## config.mk

```make
export PLATFORM = sky130hd
export DESIGN_NAME = bcd_serial_add_ctrl_flat
export DESIGN_NICKNAME = d
export VERILOG_FILES = /design/src/rtl/bcd_pkg.sv /design/src/rtl/bcd_serial_add_ctrl_if.sv /design/src/rtl/bcd_digit_check.sv /design/src/rtl/bcd_serial_add_ctrl.sv /design/src/flat_wrapper.sv
export SDC_FILE = /design/constraint.sdc
export NUM_CORES = 1
export LEC_CHECK = 0
export BUFFER_PORTS_ARGS = -buffer_cell sky130_fd_sc_hd__buf_2
export CAP_MARGIN = 5
export CORE_ASPECT_RATIO = 0.7
export CORE_MARGIN = 2
export CORE_UTILIZATION = 45
export DETAILED_ROUTE_END_ITERATION = 6
export PLACE_DENSITY = 0.66
export SLEW_MARGIN = 20
export SYNTH_ARGS = -nofsm -noshare
export SYNTH_HDL_FRONTEND = slang
export SYNTH_SLANG_ARGS = --single-unit
```

## constraint.sdc

```tcl
create_clock -name clk -period 3.8 [get_ports clk]
set_input_delay 0.19 -clock clk [delete_from_list [all_inputs] [get_ports clk]]
set_output_delay 0.19 -clock clk [all_outputs]
set_load 0.03 [all_outputs]
```

## src/rtl/bcd_pkg.sv

```systemverilog
// Shared definitions for the serial packed-BCD adder sequencer:
// digit geometry, controller state encoding and a digit validity helper.
package bcd_pkg;

  localparam int BCD_DIGIT_W = 4;
  localparam logic [BCD_DIGIT_W-1:0] BCD_MAX = 4'd9;

  typedef enum logic [1:0] {
    ST_IDLE = 2'd0,
    ST_RUN  = 2'd1,
    ST_DONE = 2'd2
  } state_t;

  // A nibble is a legal BCD digit only in the range 0..9.
  function automatic logic digit_invalid(input logic [BCD_DIGIT_W-1:0] d);
    return (d > BCD_MAX);
  endfunction

endpackage

```

## src/rtl/bcd_serial_add_ctrl_if.sv

```systemverilog
// Bundle of the operand-source handshake and the shared digit-adder link.
// The controller connects through the slave modport; whoever drives the
// operands and models the digit adder connects through the master modport.
interface bcd_serial_add_ctrl_if #(
  parameter int DIGITS = 4
);

  logic                  start;
  logic [4*DIGITS-1:0]   a_in;
  logic [4*DIGITS-1:0]   b_in;
  logic                  cin;
  logic                  ready;
  logic                  busy;
  logic                  done;
  logic                  err;
  logic [4*DIGITS-1:0]   sum_out;
  logic                  cout;
  logic [3:0]            add_a;
  logic [3:0]            add_b;
  logic                  add_cin;
  logic [3:0]            add_sum;
  logic                  add_cout;

  modport slave (
    input  start, a_in, b_in, cin, add_sum, add_cout,
    output ready, busy, done, err, sum_out, cout, add_a, add_b, add_cin
  );

  modport master (
    output start, a_in, b_in, cin, add_sum, add_cout,
    input  ready, busy, done, err, sum_out, cout, add_a, add_b, add_cin
  );

endinterface

```

## src/rtl/bcd_digit_check.sv

```systemverilog
// Flags a packed-BCD vector that contains any nibble above 9.
module bcd_digit_check
  import bcd_pkg::*;
#(
  parameter int DIGITS = 4
) (
  input  logic [BCD_DIGIT_W*DIGITS-1:0] digits,
  output logic                          any_invalid
);

  // OR together the per-digit range violations.
  always_comb begin
    any_invalid = 1'b0;
    for (int i = 0; i < DIGITS; i++) begin
      any_invalid = any_invalid | digit_invalid(digits[BCD_DIGIT_W*i +: BCD_DIGIT_W]);
    end
  end

endmodule

```

## src/rtl/bcd_serial_add_ctrl.sv

```systemverilog
// Serial packed-BCD adder sequencer. One external single-digit BCD adder is
// reused once per clock, least significant digit first; the decimal carry
// ripples through carry_r between digits. Operands with a non-BCD nibble are
// rejected at acceptance and reported through err with a zero result.
module bcd_serial_add_ctrl
  import bcd_pkg::*;
#(
  parameter int DIGITS = 4
) (
  input  logic                  clk,
  input  logic                  rst,
  bcd_serial_add_ctrl_if.slave  bus
);

  localparam int IDX_W = (DIGITS > 1) ? $clog2(DIGITS) : 1;
  localparam logic [IDX_W-1:0] LAST_IDX = IDX_W'(DIGITS - 1);

  state_t                               state_r;
  state_t                               state_s;
  logic [DIGITS-1:0][BCD_DIGIT_W-1:0]   a_r;
  logic [DIGITS-1:0][BCD_DIGIT_W-1:0]   b_r;
  logic [DIGITS-1:0][BCD_DIGIT_W-1:0]   sum_r;
  logic                                 carry_r;
  logic                                 cout_r;
  logic                                 err_r;
  logic [IDX_W-1:0]                     idx_r;
  logic                                 a_bad_s;
  logic                                 b_bad_s;
  logic [BCD_DIGIT_W-1:0]               dig_a_s;
  logic [BCD_DIGIT_W-1:0]               dig_b_s;

  bcd_digit_check #(.DIGITS(DIGITS)) u_chk_a (
    .digits      (bus.a_in),
    .any_invalid (a_bad_s)
  );

  bcd_digit_check #(.DIGITS(DIGITS)) u_chk_b (
    .digits      (bus.b_in),
    .any_invalid (b_bad_s)
  );

  // Controller state register.
  always_ff @(posedge clk or posedge rst) begin
    if (rst) begin
      state_r <= ST_IDLE;
    end else begin
      state_r <= state_s;
    end
  end

  // Next-state logic: bad operands skip straight to DONE with err set.
  always_comb begin
    state_s = state_r;
    case (state_r)
      ST_IDLE: begin
        if (bus.start) begin
          if (a_bad_s || b_bad_s) begin
            state_s = ST_DONE;
          end else begin
            state_s = ST_RUN;
          end
        end else begin
          state_s = ST_IDLE;
        end
      end
      ST_RUN: begin
        if (idx_r == LAST_IDX) begin
          state_s = ST_DONE;
        end else begin
          state_s = ST_RUN;
        end
      end
      ST_DONE: state_s = ST_IDLE;
      default: state_s = ST_IDLE;
    endcase
  end

  // Operand capture, per-digit result write-back and carry ripple.
  always_ff @(posedge clk or posedge rst) begin
    if (rst) begin
      a_r     <= '0;
      b_r     <= '0;
      sum_r   <= '0;
      carry_r <= 1'b0;
      cout_r  <= 1'b0;
      err_r   <= 1'b0;
      idx_r   <= '0;
    end else begin
      case (state_r)
        ST_IDLE: begin
          if (bus.start) begin
            a_r     <= bus.a_in;
            b_r     <= bus.b_in;
            carry_r <= bus.cin;
            sum_r   <= '0;
            cout_r  <= 1'b0;
            err_r   <= a_bad_s | b_bad_s;
            idx_r   <= '0;
          end
        end
        ST_RUN: begin
          for (int i = 0; i < DIGITS; i++) begin
            if (idx_r == i[IDX_W-1:0]) begin
              sum_r[i] <= bus.add_sum;
            end
          end
          carry_r <= bus.add_cout;
          if (idx_r == LAST_IDX) begin
            cout_r <= bus.add_cout;
          end else begin
            idx_r <= idx_r + IDX_W'(1);
          end
        end
        default: begin
          // DONE holds every result register for the requester.
        end
      endcase
    end
  end

  // Select the current digit pair out of the operand registers.
  always_comb begin
    dig_a_s = 4'd0;
    dig_b_s = 4'd0;
    for (int i = 0; i < DIGITS; i++) begin
      if (idx_r == i[IDX_W-1:0]) begin
        dig_a_s = a_r[i];
        dig_b_s = b_r[i];
      end else begin
        dig_a_s = dig_a_s;
        dig_b_s = dig_b_s;
      end
    end
  end

  // The shared adder only sees live operands while a sum is in progress.
  assign bus.add_a   = (state_r == ST_RUN) ? dig_a_s : 4'd0;
  assign bus.add_b   = (state_r == ST_RUN) ? dig_b_s : 4'd0;
  assign bus.add_cin = (state_r == ST_RUN) ? carry_r : 1'b0;

  assign bus.ready   = (state_r == ST_IDLE);
  assign bus.busy    = (state_r == ST_RUN);
  assign bus.done    = (state_r == ST_DONE);
  assign bus.err     = err_r;
  assign bus.sum_out = sum_r;
  assign bus.cout    = cout_r;

endmodule
```

## src/flat_wrapper.sv

```systemverilog
// flat-port wrapper written by rule: the top's interface ports become plain ports
module bcd_serial_add_ctrl_flat import bcd_pkg::*;
#(
  parameter int DIGITS = 4
)
  (clk, rst, bus_start, bus_a_in, bus_b_in, bus_cin, bus_add_sum, bus_add_cout, bus_ready, bus_busy, bus_done, bus_err, bus_sum_out, bus_cout, bus_add_a, bus_add_b, bus_add_cin);
  bcd_serial_add_ctrl_if #(.DIGITS(DIGITS)) bus_i ();
  input  logic clk;
  input  logic rst;
  input wire logic [$bits(bus_i.start)-1:0] bus_start;
  input wire logic [$bits(bus_i.a_in)-1:0] bus_a_in;
  input wire logic [$bits(bus_i.b_in)-1:0] bus_b_in;
  input wire logic [$bits(bus_i.cin)-1:0] bus_cin;
  input wire logic [$bits(bus_i.add_sum)-1:0] bus_add_sum;
  input wire logic [$bits(bus_i.add_cout)-1:0] bus_add_cout;
  output wire logic [$bits(bus_i.ready)-1:0] bus_ready;
  output wire logic [$bits(bus_i.busy)-1:0] bus_busy;
  output wire logic [$bits(bus_i.done)-1:0] bus_done;
  output wire logic [$bits(bus_i.err)-1:0] bus_err;
  output wire logic [$bits(bus_i.sum_out)-1:0] bus_sum_out;
  output wire logic [$bits(bus_i.cout)-1:0] bus_cout;
  output wire logic [$bits(bus_i.add_a)-1:0] bus_add_a;
  output wire logic [$bits(bus_i.add_b)-1:0] bus_add_b;
  output wire logic [$bits(bus_i.add_cin)-1:0] bus_add_cin;
  assign bus_i.start = bus_start;
  assign bus_i.a_in = bus_a_in;
  assign bus_i.b_in = bus_b_in;
  assign bus_i.cin = bus_cin;
  assign bus_i.add_sum = bus_add_sum;
  assign bus_i.add_cout = bus_add_cout;
  assign bus_ready = bus_i.ready;
  assign bus_busy = bus_i.busy;
  assign bus_done = bus_i.done;
  assign bus_err = bus_i.err;
  assign bus_sum_out = bus_i.sum_out;
  assign bus_cout = bus_i.cout;
  assign bus_add_a = bus_i.add_a;
  assign bus_add_b = bus_i.add_b;
  assign bus_add_cin = bus_i.add_cin;
  bcd_serial_add_ctrl #(.DIGITS(DIGITS)) u_core (.clk(clk), .rst(rst), .bus(bus_i));
endmodule
```

==> flow_summary.yaml <==
detailed_routing:
  initialDrtViolationCount: 108
  vias_per_cell: 5.11
  drc: 0
  vias: 2171
  routed_wl_mm: 6.20
  detail-route-antenna-nets: 0
  dr.pass1.iters: 4
  wl_per_cell_microns: 14.6
global_routing:
  overflow: 0
  grt_max_degree: 56
  grt_usage_pct: 20.3
  grt_pass1_wl_mm: 9.78
  antenna_found_initial: 0
  grt_pass1_vias: 1993
layout:
  fill_cells: 551
  drive_gt1_share_pct: 25.4
  area_delta_synth_final_pct: 17.0
  final_cell_area_sq_mm: 0.00307
  final_cells: 425
  nNetsFinal: 394
  diodes: 0
floorplanning:
  core-area_sq_mm: 0.00567
  num_rows: 23
  io_pins: 71
  dieArea_sq_mm: 0.00646
  die_w_microns: 95.2
  start_util_pct: 46.2
  fp.dieH_microns: 67.9
sta:
  holdWs_ps: 53.5
  layout_min_cycle_time_ps: 2610
  fin_crit_sh_pct: 68.7
  rsz0062_at_grt: "no"
  slew_headroom_pct: 51.0
  slew_violations: 0
  fmax_ghz: 0.383
  fin_ws_ps: 1190
  worstMarginPinSlew_ps: 734
  hold_viol_final: 0
  fin_skew_ps: 12.2
  fin_tns_setup_ps: 0
  setup_viol: 0
placed_design:
  portBuffers: 70
  placed_cells: 417
  hpwl_mm: 4.28
  place.gp.congestion: 0.837
  dp_slack_ps: 1560
  place_area_sq_mm: 0.00297
power_and_ir_drop:
  p_leak_nw: 1.59
  p_per_area_mw_per_mm2: 397
  vdd_drop_max_mv: 0.168
logic_synthesis:
  ys_seq_elements: 55
  syn_area_per_cell_sq_um: 9.13
  synthAdderAreaFrac_pct: 1.91
  synth_nets: 332
  async_reset_ff_share_pct: 100
  netlist_area_sq_mm: 0.00262
  synth_top_family_by_area: "simple AND/OR/NAND/NOR gates"
  ys_warn_count: 0
  synth_most_common_cell: "nand2_1"
  ys_top_cells_by_area: "dfrtp_1 (53%), nand2_1 (16%), a32o_1 (4.6%), o21ai_0 (4.4%), ha_1 (1.9%)"
  muxShareOfSynthArea_pct: 1.91
  synth_top_cell_area_share_pct: 52.5
  post-synth-top-area-cell: "dfrtp_1"
  synth_xor_area_share_pct: 0
  ys_types: 29
  yosys.area_share.simple_pct: 23.2
  syn_inst: 287
  ys_seq_area_share_pct: 52.5
  yosys-top-cells-count: "nand2_1 (115), dfrtp_1 (55), o21ai_0 (23)"
  synth_edf_count: 0
  synth_flop_cell: "dfrtp_1"
  synth_compound_area_share_pct: 15.0
critical_path:
  cp-end-kind: "output pin"
  cp-start-kind: "flip-flop"
  crit_arrival_ps: 2420
  path_class: "reg -> out"
  path_max_fanout: 29
  required_ps: 3610
worst_hold_path:
  hold_class: "in -> async"
cts:
  clock-sinks: 55
  cts_tree: "done"
  clk_latency_ps: 310
  htreeDepth: 2
  cts_hold_buf: 0
  cts_resized: 0
  cts.path.max_buffers: 2
  root_buffer: "clkbuf_8"
  cts_setup_buffers: 0
  path_clk_slew_ps: 90
  cts_made_buffers: 5
flow_run:
  cap_violations: 0
outcome:
  status: "completed"
-- final timing paths --
kind | start | end | slack (ps) | depth (start not counted)
worst max-delay path | u_core.state_r[0] | bus_add_b[1] | 1190 | 5
worst min-delay path | rst | u_core.bus.cout | 50 | 3
worst max register to register | u_core.state_r[0] | u_core.idx_r[1] | 1860 | 5
worst min register to register | u_core.a_r[4] | u_core.a_r[4] | 480 | 2
max in group asynchronous | rst | u_core.idx_r[1] | 3280 | 3
min in group clk | bus_a_in[12] | u_core.a_r[12] | 70 | 3
-- placed cells by master, fill, tap and decap left out --
cell type	n
a22oi_1	1
dfrtp_1	55
clkinvlp_4	1
and2_1	2
ha_1	4
a22o_1	5
nand2b_4	1
inv_2	2
inv_1	7
nor2b_1	7
o31ai_1	4
nand2_1	115
o21ai_0	23
a221oi_1	4
nor2_1	2
a32o_1	12
clkinv_4	1
clkbuf_8	6
nand2_2	1
mux2i_1	5
nor3_1	1
nand3_1	10
nor2_4	1
buf_4	2
o21bai_1	2
a21oi_2	3
buf_2	70
nand2b_1	1
nand4_1	1
nor4_2	1
-- cell type report --
type | count | area, sq um | share of cell area, %
clock inverter | 2 | 16.3 | 0.530
inverter | 9 | 33.8 | 1.10
sequential | 55 | 1380 | 44.9
multi-input combinational | 206 | 1100 | 35.8
clock buffer | 6 | 82.6 | 2.69
timing repair buffer | 72 | 365 | 11.9
tap | 75 | 93.8 | 3.06
-- per-layer routing --
layer / track usage [%] / vias up / share of wire [%]
met5: 0 / - / 0
li1: - / 1083 / -
met2: 29.0 / 57 / 42
met3: 4.30 / 9 / 5.1
met1: 30.5 / 1022 / 51
met4: 7.07 / 0 / 1.5
-- power by group --
part | switching [mW] | internal (mW)
sequential | 0.0368 | 0.646
combinational | 0.124 | 0.0703
clock | 0.193 | 0.149
total | 0.354 | 0.865
-- registers in the layout (all words and copies together), names as in the netlist --
signal and cells:
u_core.a_r 16, u_core.b_r 16, u_core.bus.cout 1, u_core.bus.err 1, u_core.bus.sum_out 16, u_core.carry_r 1
u_core.idx_r 2, u_core.state_r 2
-- cells by family after synthesis --
| group | Yosys count |
|---|---|
| and+or+nand+nor | 143 |
| muxes | 5 |
| DFF | 55 |
| adders and majority gates | 4 |
| AOI/OAI and AO/OA | 54 |
| buffers and inverters | 26 |
-- critical path: stages, from the launching register on --
cell,delay [ps]
dfrtp_1,590
nand2b_4,90
inv_2,400
nand2b_1,380
o31ai_1,390
buf_2,260
-- through the flow --
stage	power [mW]	util (%)
floorplan	0.824	-
global placement	0.884	52.4
detailed placement	0.890	52.4
CTS	1.23	54.1
global route	1.29	54.1
finish	1.22	54.1
No activity file was read; power rests on OpenSTA's default activity.
